## config.mk

```make
export PLATFORM = sky130hd
export DESIGN_NAME = axi_lite_master_ctrl
export DESIGN_NICKNAME = d
export VERILOG_FILES = /design/src/rtl/axi_lite_master_ctrl.sv
export SDC_FILE = /design/constraint.sdc
export NUM_CORES = 1
export LEC_CHECK = 0
export BUFFER_PORTS_ARGS = -buffer_cell sky130_fd_sc_hd__buf_2
export CELL_PAD_IN_SITES_DETAIL_PLACEMENT = 0
export CELL_PAD_IN_SITES_GLOBAL_PLACEMENT = 2
export CORE_AREA = 4 4 282 284
export CTS_CLUSTER_SIZE = 20
export DETAILED_ROUTE_END_ITERATION = 8
export DIE_AREA = 0 0 286 288
export PLACE_DENSITY_LB_ADDON = 0.1
export SLEW_MARGIN = 20
export SYNTH_ARGS = -nofsm -noshare
export SYNTH_HDL_FRONTEND = slang
export SYNTH_SLANG_ARGS = --single-unit
```

## constraint.sdc

```tcl
create_clock -name clk -period 8.1 [get_ports clk]
set_input_delay 1.62 -clock clk [delete_from_list [all_inputs] [get_ports clk]]
set_output_delay 1.62 -clock clk [all_outputs]
set_load 0.005 [all_outputs]
```

## src/rtl/axi_lite_master_ctrl.sv

```systemverilog
// AXI4-Lite master: turns a start/address/bytes command into 1..MAX_BEATS single-beat
// write or read transactions. Define AXI_MST_ERR_EN to add slave-error checking and the err port.
module axi_lite_master_ctrl #(
  parameter int MAX_BEATS = 4,
  parameter int ADDR_INC  = 4
) (
  input  logic              clk,
  input  logic              reset,
  input  logic [31:0]       address,
  input  logic              start,
  input  logic [5:0]        bytes,
  input  logic [15:0][31:0] data,
  input  logic              r_w,
  output logic              tr_start,
  output logic              tr_complete,
  output logic [31:0]       r_data,
  output logic              r_valid,
  output logic [31:0]       awaddr,
  output logic              awvalid,
  input  logic              awready,
  output logic [31:0]       wdata,
  output logic [3:0]        wstrb,
  output logic              wvalid,
  input  logic              wready,
  input  logic [1:0]        bresp,
  input  logic              bvalid,
  output logic              bready,
  output logic [31:0]       araddr,
  output logic              arvalid,
  input  logic              arready,
  input  logic [31:0]       rdata,
  input  logic [1:0]        rresp,
  input  logic              rvalid,
  output logic              rready,
`ifdef AXI_MST_ERR_EN
  output logic              err,
`endif
  output logic [2:0]        dbg_state
);

  typedef enum logic [2:0] {
    IDLE  = 3'd0,
    WADDR = 3'd1,
    WRESP = 3'd2,
    RADDR = 3'd3,
    RDATA = 3'd4,
    DONE  = 3'd5
  } state_t;

  state_t      state, state_next;
  logic [31:0] base_q;
  logic [4:0]  count_q;
  logic [4:0]  beat;
  logic [4:0]  beat_inc;
  logic [4:0]  count_in;
  logic [31:0] next_addr;
  logic        aw_done, w_done;
  logic        aw_hs, w_hs, aw_fin, w_fin;
  logic        last_beat;
  logic        b_err, r_err;

  // Handshake rule: a transfer happens on a rising edge where valid & ready are both 1.
  // Every valid/ready driven here is a register, so no ready feeds a valid combinationally,
  // and a valid stays high (with its payload frozen) until its own handshake.
  assign aw_hs     = awvalid & awready;
  assign w_hs      = wvalid & wready;
  assign aw_fin    = aw_done | aw_hs;
  assign w_fin     = w_done | w_hs;
  assign last_beat = (beat == count_q - 5'd1);
  assign beat_inc  = beat + 5'd1;
  assign next_addr = base_q + (32'(beat_inc) * 32'(ADDR_INC));
  assign dbg_state = state;

`ifdef AXI_MST_ERR_EN
  assign b_err = bresp[1];
  assign r_err = rresp[1];
`else
  logic unused_resp;
  assign b_err       = 1'b0;
  assign r_err       = 1'b0;
  assign unused_resp = ^{bresp, rresp};
`endif

  always_comb begin
    if (bytes == 6'd0)
      count_in = 5'd1;
    else if (bytes > 6'(MAX_BEATS))
      count_in = 5'(MAX_BEATS);
    else
      count_in = bytes[4:0];
  end

  always_ff @(posedge clk) begin
    if (reset)
      state <= IDLE;
    else
      state <= state_next;
  end

  always_comb begin
    state_next = state;
    case (state)
      IDLE:  if (start) state_next = r_w ? RADDR : WADDR;
      WADDR: if (aw_fin && w_fin) state_next = WRESP;
      WRESP: if (bvalid) state_next = (last_beat || b_err) ? DONE : WADDR;
      RADDR: if (arready) state_next = RDATA;
      RDATA: if (rvalid) state_next = (last_beat || r_err) ? DONE : RADDR;
      DONE:  state_next = IDLE;
      default: state_next = IDLE;
    endcase
  end

  always_ff @(posedge clk) begin
    if (reset) begin
      base_q      <= '0;
      count_q     <= '0;
      beat        <= '0;
      aw_done     <= 1'b0;
      w_done      <= 1'b0;
      tr_start    <= 1'b0;
      tr_complete <= 1'b0;
      r_data      <= '0;
      r_valid     <= 1'b0;
      awaddr      <= '0;
      awvalid     <= 1'b0;
      wdata       <= '0;
      wstrb       <= '0;
      wvalid      <= 1'b0;
      bready      <= 1'b0;
      araddr      <= '0;
      arvalid     <= 1'b0;
      rready      <= 1'b0;
`ifdef AXI_MST_ERR_EN
      err         <= 1'b0;
`endif
    end else begin
      tr_start    <= 1'b0;
      tr_complete <= 1'b0;
      r_valid     <= 1'b0;
      case (state)
        IDLE: begin
          if (start) begin
            base_q   <= address;
            count_q  <= count_in;
            beat     <= '0;
            tr_start <= 1'b1;
`ifdef AXI_MST_ERR_EN
            err      <= 1'b0;
`endif
            if (r_w) begin
              arvalid <= 1'b1;
              araddr  <= address;
            end else begin
              awvalid <= 1'b1;
              wvalid  <= 1'b1;
              awaddr  <= address;
              wdata   <= data[0];
              wstrb   <= 4'hF;
              aw_done <= 1'b0;
              w_done  <= 1'b0;
            end
          end
        end
        WADDR: begin
          if (aw_hs) begin
            awvalid <= 1'b0;
            aw_done <= 1'b1;
          end
          if (w_hs) begin
            wvalid <= 1'b0;
            w_done <= 1'b1;
          end
          if (aw_fin && w_fin) begin
            aw_done <= 1'b0;
            w_done  <= 1'b0;
            bready  <= 1'b1;
          end
        end
        WRESP: begin
          if (bvalid) begin
            bready <= 1'b0;
`ifdef AXI_MST_ERR_EN
            if (b_err) err <= 1'b1;
`endif
            // The next beat's write word is sampled here, when that beat begins.
            if (state_next == WADDR) begin
              beat    <= beat_inc;
              awvalid <= 1'b1;
              wvalid  <= 1'b1;
              awaddr  <= next_addr;
              wdata   <= data[beat_inc[3:0]];
              wstrb   <= 4'hF;
            end else begin
              tr_complete <= 1'b1;
            end
          end
        end
        RADDR: begin
          if (arready) begin
            arvalid <= 1'b0;
            rready  <= 1'b1;
          end
        end
        RDATA: begin
          if (rvalid) begin
            rready  <= 1'b0;
            r_data  <= rdata;
            r_valid <= 1'b1;
`ifdef AXI_MST_ERR_EN
            if (r_err) err <= 1'b1;
`endif
            if (state_next == RADDR) begin
              beat    <= beat_inc;
              arvalid <= 1'b1;
              araddr  <= next_addr;
            end else begin
              tr_complete <= 1'b1;
            end
          end
        end
        default: ;
      endcase
    end
  end

endmodule
```

==> flow_metrics.py <==
metrics = {
    "detailed_routing": {
        "viasPerCell": 4.41,
        "drt-total-wl_um": 82400,
        "antenna_left": 0,
        "dr.pass1.iters": 5,
        "drtIter0Drc": 592,
        "detail_route.drc_violations": 0,
        "wl_per_cell_um": 26.4,
        "vias": 13731,
    },
    "global_routing": {
        "grt_max_degree": 151,
        "grtUsageTotal": 0.194,
        "grt_pass1_wl_um": 113000,
        "antenna_found_initial": 72,
        "first_global_vias": 14461,
        "grt_overflow_total": 0,
    },
    "clocking": {
        "tritoncts": "built",
        "worstSkewPairLatency_ns": 0.49,
        "clkTransAtPathRegs_ns": 0.08,
        "cts_setup_buffers": 0,
        "cts.sinks": 184,
        "htree_levels": 4,
        "cts_hold_buf": 0,
        "cts_resized": 0,
        "cts.path.max_buffers": 2,
        "cts_buffers": 17,
        "root_buffer": "clkbuf_16",
    },
    "floorplan": {
        "dieWidth_um": 286,
        "initial_core_util": 0.167,
        "core_area_um2": 77100,
        "rows": 102,
        "die-height_um": 288,
        "pin_count": 738,
        "dieArea_um2": 82400,
    },
    "layout": {
        "syn2layout_area_growth_pct": 41.8,
        "num-fill-cells": 8728,
        "instances_no_fill": 3117,
        "fin_area_um2": 18300,
        "fin_nets": 2633,
        "fin_util": 0.237,
        "drive_above_1_share": 0.472,
    },
    "timing": {
        "skew_ns": 0.0246,
        "hold_viol_final": 0,
        "fmax_mhz": 220,
        "maxSlewViolCount": 0,
        "rsz0062_at_grt": "false",
        "setup_violations": 0,
        "fin_crit_sh": 0.560,
        "whs_ns": 0.454,
        "timing.final.crit_period_ns": 4.54,
        "fin_setup_tns_ns": 0,
        "slew-limit-headroom": 0.352,
        "finalWorstSetupSlack_ns": 3.56,
        "worstMarginPinSlew_ns": 0.972,
    },
    "synth": {
        "syn-num-nets": 1995,
        "ys_ff_latch": 184,
        "yosys.area.top_type": "dfxtp_1",
        "synth_edf_count": 0,
        "synth_area_per_cell_um2": 9.26,
        "synth_common_cells": "nand2_1 (189), dfxtp_1 (184), mux4_2 (128)",
        "synth_cells": 1392,
        "synth_flop_cell": "dfxtp_1",
        "yosysSeqAreaShare": 0.286,
        "synthDominantCellAreaShare": 0.286,
        "synth_area_leaders": "dfxtp_1 (29%), mux4_2 (22%), mux2i_1 (7.7%)",
        "synthesis.area_um2": 12900,
        "synth.most_common_cell": "nand2_1",
        "synthArstFlopShare": 0,
        "ys_types": 53,
        "yosysWarnings": 0,
    },
    "place": {
        "dp_cells": 3051,
        "dpl_worst_slack_ns": 3.26,
        "hpwl_um": 66700,
        "portBuffers": 733,
        "place_area_um2": 17600,
        "gp_congestion": 0.883,
    },
    "setup_path": {
        "crit_type": "reg2reg",
        "cp_max_fo": 44,
        "start_kind": "flop",
        "cp.required_ns": 8.51,
        "cp_cell_sequence": "nand3_1 -> xor2_4 -> buf_4 -> inv_2 -> ha_1 -> o21ai_0 -> o21a_1 -> nor4_1 -> xor2_1 -> o21ai_0 -> mux2i_1",
        "end_kind": "flop",
        "worstPathArrival_ns": 4.95,
        "cp_num_buf_inv": 2,
        "cp_slowest_cell": "dfxtp_4",
        "cpMostUsedCell": "o21ai_0",
        "cp_top_family": "buffers and inverters",
        "cpPeakStageDelay_ns": 0.89,
    },
    "pwr": {
        "power.density_nw_per_um2": 144,
        "total_leakage_power_nw": 7.50,
        "ir_drop_mv": 0.135,
        "finalPower_mw": 2.63,
    },
    "min_path": {
        "hp-class": "reg2reg",
    },
    "flow_run": {
        "drv_cap": 0,
    },
    "run_status": {
        "run_status": "finished, final reports clean",
    },
}
logic make-up (layout without fill, tap and decap cells):
kind of cell | count (synthesis) | in the layout | synth area share
and+or+nand+nor | 521 | 521 | 0.190
other | 0 | 34 | 0
buffers and inverters | 144 | 795 | 0.0448
muxes | 264 | 264 | 0.333
AOI/OAI and AO/OA | 234 | 234 | 0.113
DFF | 184 | 184 | 0.286
adders and majority gates | 8 | 8 | 0.00835
xor gates and xnor gates | 37 | 37 | 0.0251
cell usage in the layout (no fill, tap or decap), types with 16 or more instances in the layout:
cell	Yosys	final
clkbuf_16	0	17
a211oi_1	35	35
nand2b_1	50	49
buf_4	4	20
xor2_1	26	24
diode_2	0	34
o211ai_1	16	16
mux2i_1	99	99
buf_2	11	732
nand2_1	189	189
nor2_1	113	113
dfxtp_1	184	183
o21ai_0	31	31
mux4_2	128	128
nor2b_1	44	43
a21oi_1	107	107
mux2_2	37	37
nor3_1	73	73
area by class of cell:
| cell class | instances | area, um2 | share of cell area |
|---|---|---|---|
| timing repair buffer | 754 | 3850 | 0.211 |
| multi-input combinational | 1064 | 8720 | 0.478 |
| clock inverter | 14 | 161 | 0.00884 |
| tap | 1040 | 1300 | 0.0712 |
| clock buffer | 18 | 429 | 0.0235 |
| antenna | 34 | 85.1 | 0.00466 |
| inverter | 9 | 33.8 | 0.00185 |
| sequential | 184 | 3690 | 0.202 |
metal layers:
metal	track usage	vias up	wire, um
met1	0.209	6653	30500
met2	0.349	513	42900
met4	0.0683	20	2520
li1	-	6414	-
met3	0.0690	131	6410
met5	0	-	117
sequential cells by signal, summed over array words and instances (netlist names):
| register | flops |
|---|---|
| r_valid | 1 |
| arvalid | 1 |
| rready | 1 |
| aw_done | 1 |
| araddr | 32 |
| awaddr | 32 |
| dbg_state | 3 |
| awvalid | 1 |
| wdata | 32 |
| w_done | 1 |
| count_q | 5 |
| bready | 1 |
| base_q | 32 |
| tr_start | 1 |
| tr_complete | 1 |
| wvalid | 1 |
| r_data | 32 |
| beat | 5 |
| wstrb | 1 |
power breakdown:
part | switching, mW | internal [mW]
Clock | 0.458 | 0.439
Sequential | 0.0543 | 0.970
Combinational | 0.366 | 0.347
Total | 0.878 | 1.76
worst paths after layout:
| kind | startpoint | endpoint | slack, ns | cells after the start |
|---|---|---|---|---|
| min | r_data[25] | r_data[25] | 0.45 | 2 |
| min reg2reg | r_data[25] | r_data[25] | 0.45 | 2 |
| max reg2reg | beat[0] | awaddr[27] | 3.56 | 11 |
| max | beat[0] | awaddr[27] | 3.56 | 11 |
worst reg2reg max path, delay by kind of cell, from the launching register on:
kind | cells | cell delay, ns
buffers and inverters | 2 | 0.96
flip-flops | 1 | 0.89
multiplexers | 1 | 0.15
AO/OA/AOI/OAI | 3 | 0.69
AND/OR/NAND/NOR | 2 | 0.77
XOR/XNOR | 2 | 0.48
adder cells (fa/ha/maj) | 1 | 0.53
Note: power is estimated with default switching activity, not from simulation.
